## src/rtl/fetch_unit_pkg.sv

```systemverilog
// fetch_unit_pkg -- shared types and constants for the instruction fetch unit.
//   fetch_state_t : fetch FSM state encoding (IDLE/FETCH/HOLD/DROP)
//   ADDR_W_DEF    : default address / program counter width
//   INSTR_W_DEF   : default instruction word width
//   NOP_INSTR     : instruction word left in instr when a held word is discarded
package fetch_unit_pkg;

   localparam int ADDR_W_DEF  = 16;
   localparam int INSTR_W_DEF = 32;

   // addi x0, x0, 0
   localparam logic [31:0] NOP_INSTR = 32'h0000_0013;

   typedef enum logic [1:0] {
      IDLE  = 2'd0,
      FETCH = 2'd1,
      HOLD  = 2'd2,
      DROP  = 2'd3
   } fetch_state_t;

endpackage

```

## src/rtl/fetch_timeout.sv

```systemverilog
// fetch_timeout -- watchdog for an outstanding instruction-memory request.
// Counts cycles while enable=1; expired goes high combinationally in the
// LIMIT-th enabled cycle, so the owner can abandon the request on that edge.
//   clock   : rising-edge clock
//   reset   : asynchronous active-low reset, clears the count
//   clear   : synchronous count clear (no request outstanding, or ack seen)
//   enable  : a request is waiting for ack this cycle
//   expired : LIMIT waiting cycles have elapsed
module fetch_timeout
   import fetch_unit_pkg::*;
#(
   parameter int unsigned LIMIT = 255
) (
   input  logic clock,
   input  logic reset,
   input  logic clear,
   input  logic enable,
   output logic expired
);

   localparam int CNT_W = $clog2(LIMIT + 1);

   logic [CNT_W-1:0] cnt;

   assign expired = enable && (cnt == CNT_W'(LIMIT - 1));

   always_ff @(posedge clock or negedge reset) begin
      if (!reset) begin
         cnt <= '0;
      end else if (clear) begin
         cnt <= '0;
      end else if (enable && !expired) begin
         cnt <= cnt + CNT_W'(1);
      end
   end

endmodule

```

## src/rtl/fetch_unit.sv

```systemverilog
// fetch_unit -- single-outstanding instruction fetch with decode handshake.
// Issues one request at the current PC, holds the returned word for decode,
// and computes the next PC (sequential, branch redirect, or hold).
// Optional watchdog: define FETCH_TIMEOUT_EN to abandon requests that see no
// ack within TIMEOUT_CYC cycles and raise the sticky fetchErr flag.
//   clock, reset               : rising-edge clock, async active-low reset
//   pcAddy                     : current PC
//   hlt                        : blocks starting a new fetch
//   branchTaken, branchTarget  : redirect strobe and address
//   imemReq/imemAddr/imemAck/imemData : instruction memory port
//   instr/instrValid/instrReady       : decode handshake
//   nextAddy                   : next PC value (combinational)
//   fetchErr                   : sticky timeout flag (FETCH_TIMEOUT_EN only)
//
// state | meaning
// IDLE  | no request outstanding, waiting for hlt=0 and no redirect
// FETCH | request outstanding, result will be delivered to decode
// HOLD  | word captured, waiting for decode to accept it
// DROP  | request outstanding but redirected; result will be thrown away
module fetch_unit
   import fetch_unit_pkg::*;
#(
   parameter int          ADDR_W      = ADDR_W_DEF,
   parameter int          INSTR_W     = INSTR_W_DEF,
   parameter int unsigned TIMEOUT_CYC = 255
) (
   input  logic               clock,
   input  logic               reset,
   input  logic [ADDR_W-1:0]  pcAddy,
   input  logic               hlt,
   input  logic               branchTaken,
   input  logic [ADDR_W-1:0]  branchTarget,
   output logic               imemReq,
   output logic [ADDR_W-1:0]  imemAddr,
   input  logic               imemAck,
   input  logic [INSTR_W-1:0] imemData,
   output logic [INSTR_W-1:0] instr,
   output logic               instrValid,
   input  logic               instrReady,
   output logic [ADDR_W-1:0]  nextAddy
`ifdef FETCH_TIMEOUT_EN
   ,
   output logic               fetchErr
`endif
);

   fetch_state_t state;
   logic         tmo_expired;

`ifdef FETCH_TIMEOUT_EN
   logic busy;

   assign busy = (state == FETCH) || (state == DROP);

   // The count runs across FETCH->DROP: it is the same outstanding request.
   fetch_timeout #(
      .LIMIT (TIMEOUT_CYC)
   ) u_fetch_timeout (
      .clock   (clock),
      .reset   (reset),
      .clear   (!busy || imemAck),
      .enable  (busy && !imemAck),
      .expired (tmo_expired)
   );
`else
   assign tmo_expired = 1'b0;

   // Watchdog compiled out; TIMEOUT_CYC stays so both builds share one
   // parameter list. Nothing is built here.
   if (TIMEOUT_CYC == 0) begin : g_no_watchdog
   end
`endif

   always_ff @(posedge clock or negedge reset) begin
      if (!reset) begin
         state      <= IDLE;
         imemReq    <= 1'b0;
         imemAddr   <= '0;
         instr      <= '0;
         instrValid <= 1'b0;
`ifdef FETCH_TIMEOUT_EN
         fetchErr   <= 1'b0;
`endif
      end else begin
         case (state)
            IDLE: begin
               if (!hlt && !branchTaken) begin
                  imemAddr <= pcAddy;
                  imemReq  <= 1'b1;
                  state    <= FETCH;
               end
            end
            FETCH: begin
               // A returning ack wins over an expiring watchdog.
               if (imemAck) begin
                  imemReq <= 1'b0;
                  if (branchTaken) begin
                     state <= IDLE;
                  end else begin
                     instr      <= imemData;
                     instrValid <= 1'b1;
                     state      <= HOLD;
                  end
               end else if (tmo_expired) begin
                  imemReq <= 1'b0;
                  state   <= IDLE;
`ifdef FETCH_TIMEOUT_EN
                  fetchErr <= 1'b1;
`endif
               end else if (branchTaken) begin
                  state <= DROP;
               end
            end
            HOLD: begin
               if (branchTaken) begin
                  instr      <= INSTR_W'(NOP_INSTR);
                  instrValid <= 1'b0;
                  state      <= IDLE;
               end else if (instrReady) begin
                  instrValid <= 1'b0;
                  state      <= IDLE;
               end
            end
            DROP: begin
               if (imemAck) begin
                  imemReq <= 1'b0;
                  state   <= IDLE;
               end else if (tmo_expired) begin
                  imemReq <= 1'b0;
                  state   <= IDLE;
`ifdef FETCH_TIMEOUT_EN
                  fetchErr <= 1'b1;
`endif
               end
            end
            default: begin
               imemReq <= 1'b0;
               state   <= IDLE;
            end
         endcase
      end
   end

   // Redirect outranks the sequential advance; otherwise the PC holds.
   always_comb begin
      nextAddy = pcAddy;
      if (!reset) begin
         nextAddy = '0;
      end else if (branchTaken) begin
         nextAddy = branchTarget;
      end else if ((state == HOLD) && instrReady) begin
         nextAddy = imemAddr + ADDR_W'(1);
      end
   end

endmodule

```

## config.mk

```make
export PLATFORM = sky130hd
export DESIGN_NAME = fetch_unit
export DESIGN_NICKNAME = d
export VERILOG_FILES = /design/src/rtl/fetch_unit_pkg.sv /design/src/rtl/fetch_timeout.sv /design/src/rtl/fetch_unit.sv
export SDC_FILE = /design/constraint.sdc
export NUM_CORES = 1
export LEC_CHECK = 0
export ABC_AREA = 0
export BUFFER_PORTS_ARGS = -buffer_cell sky130_fd_sc_hd__buf_2
export CAP_MARGIN = 20
export CELL_PAD_IN_SITES_DETAIL_PLACEMENT = 1
export CELL_PAD_IN_SITES_GLOBAL_PLACEMENT = 1
export CORE_MARGIN = 2
export CORE_UTILIZATION = 33
export DETAILED_ROUTE_END_ITERATION = 8
export HOLD_SLACK_MARGIN = 0.1
export PLACE_DENSITY_LB_ADDON = 0.2
export SETUP_SLACK_MARGIN = 0.15
export SYNTH_ARGS = -nofsm -noshare
export SYNTH_HDL_FRONTEND = slang
export SYNTH_SLANG_ARGS = --single-unit
export TNS_END_PERCENT = 100
```

## constraint.sdc

```tcl
create_clock -name clock -period 2 [get_ports clock]
set_input_delay 0 -clock clock [delete_from_list [all_inputs] [get_ports clock]]
set_output_delay 0 -clock clock [all_outputs]
set_load 0.03 [all_outputs]
```

# Word-level counts from Yosys, hierarchy flattened
# Index checks and enable logic that the tools add are counted.
# word_totals
register_bits	52
wordCells	53
output_inout_bits	66
# op_classes
n_eq_ne	11
muxes	23
n_reduce_logical	13
addsub	1
# op_table
op	count
$mux W32	3
$pmux W32 S2	1
$mux W16	3
$add A16 B1 Y16 const B	1
$mux W2	7
$reduce_and A4 Y1	3
$ne A2 B2 Y1 const B	5
$pmux W2 S4	1
$mux W1	6
$ne A3 B3 Y1 const B	2
$eq A2 B2 Y1 const B	2
$pmux W1 S2	2
$reduce_bool A2 Y1	2
$reduce_and A3 Y1	1
$eq A2 B1 Y1 const B	1
$logic_and A1 B1 Y1	2
$logic_not A1 Y1	2
$logic_not A2 Y1	1
$ne A2 B1 Y1 const B	1
$reduce_and A2 Y1	1
$reduce_or A2 Y1	1

# Logic depth before layout (Yosys ltp)
# Gate-level depths: netlist of run 1.
# depth
ltp_word	5
mapped_depth	7
mapped_depth_nobuf	5

# Worst setup path before layout of run 1
# Ideal clock, no wire load.
# synth_path
path_kind	register to output
start	register imemAddr[0]
end	output nextAddy[14]
stages_incl_launch_ff	6
required_ns	2.000
arrival_time_ns	2.022
slack_ns	-0.022
path_cell_list	dfrtp_1 -> ha_1 -> and3_1 -> nand3_1 -> xor2_1 -> o21ai_0
# synth_between
elab_chain_cells	4
# synth_lines
item	line	text
from (decl)	fetch_unit.sv:34	output logic [ADDR_W-1:0] imemAddr,
from (signal assigned)	fetch_unit.sv:88	imemAddr <= pcAddy;
$add A16 B1 Y16	fetch_unit.sv:152	nextAddy = imemAddr + ADDR_W'(1);
$mux W16	fetch_unit.sv:151	end else if ((state == HOLD) && instrReady) begin
$mux W16	fetch_unit.sv:149	end else if (branchTaken) begin
$mux W16	fetch_unit.sv:147	if (!reset) begin
to (decl)	fetch_unit.sv:40	output logic [ADDR_W-1:0] nextAddy
# Every way passes these cells.

# Worst setup path in the final report of run 1
# layout_path
start	register imemAddr[4]
end	output nextAddy[15]
# Same word-level chain as after synthesis.

==> run metrics, run 1 <==
Sink Count=52; # IOs=136; XOR/XNOR Fraction of Synth Area=4.050%; Final Slew Violations=0; Buffers on Ports=135; Gate power share=48.5%; die height=92.68 um; Worst R2R Start=state[1]; first-pass GRT wire length=14630 um; R2R Setup Slk=350 ps; largest area contributor in the netlist=dfrtp_1; sequential fraction of the synthesis area=50.14%; Routability Congestion=0.7691; Max-Cap Viols=0; Post-synth EDFFs=0; status=complete, no violations; Die Span X=92.68 um; FILL cells=895; ant diodes=0; Compound-Gate Fraction of Synth Area=20.35%; power share of the sequential group=37.4%; CTS Root Cell=clkbuf_8; DPL Wire Length=6048 um; maximum number of pins on one net before global-route repair=41; ys flop type=dfrtp_1; Post-DP Area=3410 um2; DP Worst Slack=284.3 ps; Final Cell Area=4243 um2; initial core utilization=33.76%; final setup TNS=0 ps; Clock Pin Slew Worst Setup and Hold Paths=110 ps; sw frac=44.05%; gr usage total=21.56%; leakage=2.098 nW; switching power=1.971 mW; initial antenna violation count=0; CP cell instances=nand4_1 -> nor2_4 -> nand4_1 -> xor2_1 -> a21oi_1 -> buf_4; worst slew pin tran=583.9 ps; reg-to-reg endpoint=instr[4]; clock buffer count from CTS=5; instance count of the mapped netlist=236; largest family of logic cells by synthesized area=compound AO/OA/AOI/OAI gates; wire per inst=16.99 um; clock power share=14.0%; Ys Warns=0; CTS max path bufs=2; startpoint types=flop; Final Core Density=55.19%; final hold violation count=0; ranking of synthesized cells by area=dfrtp_1, a22o_1, mux2_4, mux2_2, xor2_1; Via Count=2729; vias in the first global route=2871; crit share post-route=94.90%; Async SR Flop Fraction=100.0%; share of cells above drive strength 1=46.85%; Final Setup Violations=0; Worst path max stage delay=410 ps; f_max=526.9 MHz; FF-to-FF path depth=5; Core ar.=7687 um2; minimum clock period after layout=1898 ps; worst skew pair latency=310 ps; area of the multi-input gates=1275 um2; Yosys top cell area share=50.14%; Worst slew margin=61.07%; register area=1311 um2; CP dominant cell by count=nand4_1; RSZ-0062 raised after global routing=true; maximum vdd drop=0.0006288 V; CTS tree=done; count leader, synth=dfrtp_1; final net count=514; data arrival time of the critical path=1900 ps; Power Dens Cells=1055 nW/um2; Final ANT Viol Nets=0; Adder-Cell Fraction of Synth Area=0.4822%; Worst setup EP type=output pin; die area=8589 um2; Internal Power=2.504 mW; Seq cells post-synth=52; WS Path Type=flop to output pin; final setup margin=102.1 ps; H-tree depth=2; DR DRC count=0; Avg Cell Area, Syn=11.00 um2; Synth Area in Simple Gates=13.11%; drt initial violations=86; first drt pass iteration count=4; Distinct cells, synth=41; area grow syn2layout=63.50%; largest fanout on the critical path=5; syn nets=307; number of cell rows=32; Congestion Overflow GR=0; Hold Crit Class=primary input to asynchronous set/reset pin; synthesized cell area=2595 um2; mux share of post-synthesis cell area=8.486%; top post-synthesis cells by count=dfrtp_1, a22o_1, nand2_1; total routed wirelength=9277 um; Data required, critical path=2000 ps; CP max stage cell=dfrtp_2; Avg Vias per Cell=4.998; worst clock skew=13.04 ps
-- flip-flops by register name, summed over array words and instances (netlist names) --
signal,count
imemAddr,16
instr,32
instrValid,1
state,2
imemReq,1
-- power groups by stage --
stage          Combinational, mW  Sequential, mW  Clock (mW)
2_1_floorplan              0.620            2.33           0
3_5_place_dp                1.90            1.71           0
6_report                    2.17            1.68       0.628
5_1_grt                     2.32            1.73       0.692
3_3_place_gp                1.88            1.69           0
4_1_cts                     2.11            1.67       0.646
-- worst max-delay path, delay by kind of cell (launching register included) --
family	cells	cell delay [ps]
flip-flops	1	410
AND/OR/NAND/NOR	3	660
AO/OA/AOI/OAI	1	170
XOR/XNOR	1	170
buffers and inverters	1	190
-- layout by cell type (no fill, tap or decap), types with 8 or more instances in the layout --
cell type | Yosys | final
nand2_1 | 19 | 19
dfrtp_1 | 52 | 44
dfrtp_2 | 0 | 8
mux2_2 | 8 | 8
a21oi_1 | 11 | 9
a22o_1 | 32 | 32
dlygate4sd3_1 | 0 | 51
buf_4 | 0 | 33
mux2_4 | 8 | 8
buf_2 | 7 | 124
nor2_1 | 14 | 12
xor2_1 | 10 | 10
-- per-stage QoR --
step                hold WS, ps  total power, mW  cells
floorplan                -295.6            2.952    236
global placement         0.9849            3.575    469
detailed placement       -1.548            3.616    469
CTS                       217.7            4.422    536
global route              244.8            4.735    546
finish                    222.8            4.475    546
-- final cells by class --
class	count	area share, %
Multi-Input combinational cell	167	30.05
Inverter	3	0.2654
Clock buffer	5	1.622
Timing Repair Buffer	214	33.65
Tap cell	102	3.008
Sequential cell	52	30.91
Clock inverter	3	0.5013
-- layer usage --
layer	track usage, %	vias to the layer above	part of all wire, %
li1	-	1286	-
met2	38.02	76	52
met5	0	-	0
met1	27.42	1358	43
met4	5.882	0	1.2
met3	3.499	9	4.1
-- worst max path at each step --
stage                         to  slack [ps]        start  cells past startpoint
floorplan           nextAddy[15]         180  imemAddr[7]                      5
global placement    nextAddy[15]         350  imemAddr[2]                      6
detailed placement  nextAddy[15]         280  imemAddr[2]                      6
CTS                  nextAddy[7]         150  imemAddr[4]                      7
global route        nextAddy[15]          20  imemAddr[0]                      6
finish              nextAddy[15]         100  imemAddr[4]                      6
-- repair_timing --
item,4_1_cts,5_1_grt
resized for setup,18,19
pin swaps,2,6
hold buffers,51,0
setup buffers,8,10
endpoints found under the hold margin,62,0
setup endpoints to repair,14,16
cloned,0,0
-- cell families after synthesis --
logic type               after synthesis
XOR/XNOR                              12
buffers and inverters                 17
adder cells (fa/ha/maj)                1
AO/OA/AOI/OAI                         71
flip-flops                            52
multiplexers                          17
AND/OR/NAND/NOR                       66
Power figures use the tool's default switching activity.
==> run 2, diff against run 1 <==
==> constraint.sdc (replaced) <==
create_clock -name clock -period 2 [get_ports clock]
set_input_delay 0.2 -clock clock [delete_from_list [all_inputs] [get_ports clock]]
set_output_delay 0.2 -clock clock [all_outputs]
set_load 0.03 [all_outputs]
==> run metrics, run 2 (synthesis gave the netlist of run 1 again) <==
die area=8589 um2 (unchanged); Die Span X=92.68 um (unchanged); final net count=478 (-7.0%); Gate power share=50.2% (+1.7 points); cell depth of the worst min-delay path=2; Buffers on Ports=135 (unchanged); Congestion Overflow GR=0 (unchanged); final setup TNS=0 ps (unchanged); CTS max path bufs=2 (unchanged); Final Slew Violations=0 (unchanged); DR DRC count=0 (unchanged); initial antenna violation count=0 (unchanged); Routability Congestion=0.7496 (-2.5%); FILL cells=904 (+1.0%); worst clock skew=9.293 ps (-3.745 ps); vias in the first global route=2739 (-4.6%); first-pass GRT wire length=13970 um (-4.5%); Critical Path End=nextAddy[15]; area grow syn2layout=57.62%; startpoint types=flop; die height=92.68 um (unchanged); Data required, critical path=1800 ps (-200 ps); gr usage total=20.41% (-1.2 points); ant diodes=0 (unchanged); clock power share=13.4% (-0.6 points); drt initial violations=69 (-20%); Reg with most FFs=instr; worst skew pair latency=310 ps (about the same); Final ANT Viol Nets=0 (unchanged); reg-to-reg endpoint=imemAddr[6]; Clock Pin Slew Worst Setup and Hold Paths=100 ps (about the same); maximum number of pins on one net before global-route repair=33 (-20%); Final Cell Area=4090 um2 (-3.6%); Power Dens Cells=1124 nW/um2 (+6.6%); wire per inst=17.45 um (+2.7%); Post-DP Area=3491 um2 (+2.4%); power share of the sequential group=36.4% (-1.0 points); H-tree depth=2 (unchanged); WS Path Type=flop to output pin; f_max=503.0 MHz (-4.5%); final hold violation count=0 (unchanged); minimum clock period after layout=1988 ps (+90.10 ps); max FFs per register=32 (unchanged); Final Setup Violations=0 (unchanged); most frequent cells in the layout=buf_2, dfrtp_1, buf_4; Worst R2R Start=state[1]; worst slew pin tran=419.2 ps (-164.7 ps); leakage=2.015 nW (-4.0%); DPL Wire Length=6198 um (+2.5%); largest fanout on the critical path=4 (-1); crit path launch=imemAddr[4]; share of cells above drive strength 1=62.25% (+15 points); Avg Vias per Cell=5.120 (+2.4%); crit share post-route=99.40% (+4.5 points); CTS Root Cell=clkbuf_8; Max-Cap Viols=0 (unchanged); Top Registers=instr x32, imemAddr x16, state x2; clock buffer count from CTS=5 (unchanged); CTS tree=done; R2R Setup Slk=270 ps (-80 ps); maximum vdd drop=0.0004943 V (-21%); Worst slew margin=71.70% (+11 points); RSZ-0062 raised after global routing=true; status=complete, no violations; Via Count=2611 (-4.3%); total routed wirelength=8900 um (-4.1%); total power=4.597 mW (+2.7%); Core ar.=7687 um2 (unchanged); switching power=2.009 mW (+1.9%); sw frac=43.69% (-0.36 points); commonest non-fill, non-tap cell in the layout=buf_2; first drt pass iteration count=4 (unchanged); Hold Crit Class=primary input to flop; # IOs=136 (unchanged); initial core utilization=33.76% (unchanged); FF-to-FF path depth=5 (unchanged); Internal Power=2.589 mW (+3.4%); number of cell rows=32 (unchanged); data arrival time of the critical path=1790 ps (-110 ps); Sink Count=52 (unchanged); Worst setup EP type=output pin
## run 2: cell types whose count changed in the layout (fill, tap and decap cells not counted), moves of 3 or more
cell           previous run  this run
nand2_2                   0         5
buf_6                     1        19
dlygate4sd3_1            51         3
and3_1                    3         0
and3_4                    2         5
buf_4                    33        37
nand2_1                  19        12
clkbuf_4                  5         0
o21ai_2                   0         7
o21ai_1                   5         0
buf_2                   124       119
a21oi_1                   9         5
a21oi_2                   2         6
## run 2: worst min-delay path by stage
stage                      from           to
floorplan                 reset  imemAddr[0]
CTS                 imemData[6]     instr[6]
global route        imemData[5]     instr[5]
detailed placement        reset  imemAddr[9]
global placement          reset  imemAddr[8]
finish              imemData[6]     instr[6]
## run 2: through the flow
step	hold slack (ps)	cells	utilization (%)	worst slack [ps]
detailed placement	105.3	474	45.41	145.3
finish	114.1	510	53.21	12.00
CTS	102.5	506	51.89	-1.575
global route	106.1	510	53.21	-93.26
floorplan	-95.59	236	-	150.9
global placement	104.9	474	45.41	197.3
## run 2: what timing repair did
action                                  4_1_cts  5_1_grt
endpoints found under the setup margin       16       16
buffers inserted                             21        4
hold endpoints to repair                      7        0
pin swaps                                    26       17
hold buffers                                  3        0
gates resized for setup                      67       21
## run 2: area by class of cell
| type | count | area, um2 | area share [%] |
|---|---|---|---|
| Multi-Input combinational cell | 167 | 1433 | 35.03 |
| Sequential cell | 52 | 1311 | 32.06 |
| Timing Repair Buffer | 178 | 1117 | 27.32 |
| Tap cell | 102 | 127.6 | 3.120 |
| Clock buffer | 6 | 72.57 | 1.774 |
| Clock inverter | 2 | 17.52 | 0.4283 |
| Inverter | 3 | 11.26 | 0.2753 |
## run 2: critical path: stages (launching register included)
cell and delay (ps):
dfrtp_1 410, nand4_1 230, nor2_4 220, nand4_1 150, xor2_1 180, a21oi_2 130
buf_6 140
## run 2: routing by layer
layer | wire (um) | global-route usage (%) | share of wire (%)
met1 | 3783 | 27.32 | 43
met2 | 4593 | 34.79 | 52
met3 | 415 | 2.929 | 4.7
met4 | 107 | 5.392 | 1.2
met5 | 0 | 0 | 0
## run 2: power by group through the flow
stage	clock network [mW]	logic [mW]	registers, mW
after CTS	0.646	2.27	1.66
after global placement	0	1.92	1.69
after global routing	0.682	2.46	1.72
final	0.616	2.31	1.67
after floorplan	0	0.638	2.33
after detailed placement	0	1.94	1.71
==> run 3, diff against run 2 <==
- GPL_ROUTABILITY_DRIVEN: default -> 1
- SETUP_SLACK_MARGIN: 0.15 -> default
==> run metrics, run 3 (synthesis gave the netlist of run 1 again) <==
status=finished, violations left; violated checks=negative setup slack; maximum vdd drop=0.0004975 V (+0.65%); area grow syn2layout=48.17%; die height=92.68 um (unchanged); cell depth of the worst min-delay path=2 (unchanged); number of cell rows=32 (unchanged); total routed wirelength=8567 um (-3.7%); commonest non-fill, non-tap cell in the layout=buf_2; clock buffer count from CTS=5 (unchanged); # IOs=136 (unchanged); CTS max path bufs=2 (unchanged); first drt pass iteration count=4 (unchanged); Core ar.=7687 um2 (unchanged); initial core utilization=33.76% (unchanged); Power Dens Cells=1213 nW/um2 (+7.9%); first-pass GRT wire length=13580 um (-2.8%); drt initial violations=54 (-22%); gr usage total=19.92% (-0.49 points); reg-to-reg endpoint=imemAddr[4]; data arrival time of the critical path=1840 ps (+50 ps); Reg with most FFs=instr; final hold violation count=0 (unchanged); Worst setup EP type=output pin; Congestion Overflow GR=0 (unchanged); leakage=1.931 nW (-4.2%); die area=8589 um2 (unchanged); WS Path Type=flop to output pin; Final Setup Violations=3 (+3); CTS tree=done; Die Span X=92.68 um (unchanged); max FFs per register=32 (unchanged); Avg Vias per Cell=5.056 (-1.2%); final net count=466 (-2.5%); crit share post-route=102.0% (+2.6 points); largest fanout on the critical path=4 (unchanged); minimum clock period after layout=2040 ps (+52.18 ps); H-tree depth=2 (unchanged); startpoint types=flop; maximum number of pins on one net before global-route repair=36 (+9.1%); wire per inst=17.20 um (-1.4%); Via Count=2518 (-3.6%); vias in the first global route=2687 (-1.9%); RSZ-0062 raised after global routing=true; non-filler cells, final=498 (-2.4%); FILL cells=906 (+0.22%); Worst Hold End=instr[12]; CTS Root Cell=clkbuf_8; share of cells above drive strength 1=53.42% (-8.8 points); Sink Count=52 (unchanged); DPL Wire Length=6140 um (-0.95%); worst slew pin tran=630.4 ps (+211.2 ps); worst clock skew=9.092 ps (-0.2018 ps); Worst slew margin=57.83% (-14 points); hold_ws=114.5 ps (+0.3980 ps); Hold Crit Class=primary input to flop; Max-Cap Viols=0 (unchanged); Cells after DPL=473 (-0.21%); final setup margin=-40.18 ps (-52.18 ps); R2R Setup Slk=140 ps (-130 ps); worst skew pair latency=300 ps (about the same); Buffers on Ports=135 (unchanged); Routability Congestion=0.7996 (+6.7%); DR DRC count=0 (unchanged); FF-to-FF path depth=6 (+1); f_max=490.2 MHz (-2.6%); Data required, critical path=1800 ps (about the same); Final ANT Viol Nets=0 (unchanged); Top Registers=instr x32, imemAddr x16, state x2; initial antenna violation count=1 (+1); Worst R2R Start=state[0]; most frequent cells in the layout=buf_2, dfrtp_1, buf_4; Clock Pin Slew Worst Setup and Hold Paths=100 ps (about the same); Final Slew Violations=0 (unchanged); hold_sp=imemData[12]
-- run 3: changes by cell type in the layout (fill, tap and decap cells not counted), sizes merged --
cell,previous run,this run
dlygate4sd3,3,2
buf,175,161
inv,4,2
bufinv,0,2
clkbuf,6,8
diode,0,1
-- run 3: layout make-up --
class                   instances  area (um2)  share of cell area [%]
repair buffers                166       970.9                   25.25
clock buffers                   5       68.82                   1.790
flip-flops and latches         52        1306                   33.97
well taps                     102       127.6                   3.319
clock inverters                 2       60.06                   1.562
inverters                       3       11.26                  0.2929
diodes                          1       2.502                 0.06508
multi-input cells             167        1297                   33.75
-- run 3: what timing repair did --
| action | CTS | global route |
|---|---|---|
| pin swaps | 1 | 18 |
| hold endpoints to repair | 52 | 0 |
| hold buffers | 2 | 0 |
| setup endpoints to repair | 13 | 15 |
| buffers inserted | 13 | 2 |
| gates cloned | 0 | 0 |
| gates resized for setup | 13 | 30 |
-- run 3: how the worst max path moves through the flow --
stage | start | endpoint | slack [ps] | cells after the start
final | imemAddr[4] | nextAddy[11] | -40 | 6
after global routing | imemAddr[3] | nextAddy[11] | -140 | 6
after CTS | imemAddr[0] | nextAddy[14] | 0.9 | 6
after detailed placement | imemAddr[7] | nextAddy[15] | 190 | 6
after global placement | imemAddr[7] | nextAddy[15] | 200 | 6
after floorplan | imemAddr[0] | nextAddy[14] | 4 | 5
-- run 3: critical path: stages, from the launching register on --
cell      delay [ps]
dfrtp_1          410
nand4_1          240
nor3_2           270
xor2_1            90
a221oi_1         250
nor2_1           100
buf_4            180
-- run 3: per-stage QoR --
step                setup TNS [ps]  instance area, um2  util (%)  total power [mW]  worst slack (ps)
global placement                 0                3456     44.95             3.597             200.6
global route                 -1046                3842     49.98             4.914            -136.4
finish                      -75.99                3845     50.02             4.663            -40.18
detailed placement               0                3456     44.95             3.640             188.4
CTS                              0                3739     48.63             4.631            0.9414
floorplan                        0                2599         -             2.954             4.411
-- run 3: where the power goes --
group	switching, mW	internal [mW]	leakage, nW
Clock	0.337	0.493	0.0642
Sequential	0.261	1.39	0.643
Combinational	1.33	0.854	1.22
-- run 3: metal layers --
layer | up-vias | wire, um | global-route usage, %
met5 | - | 0 | 0
met4 | 0 | 144 | 5.637
met3 | 11 | 399 | 3.336
met2 | 74 | 4267 | 33.70
met1 | 1242 | 3755 | 26.40
li1 | 1191 | - | -
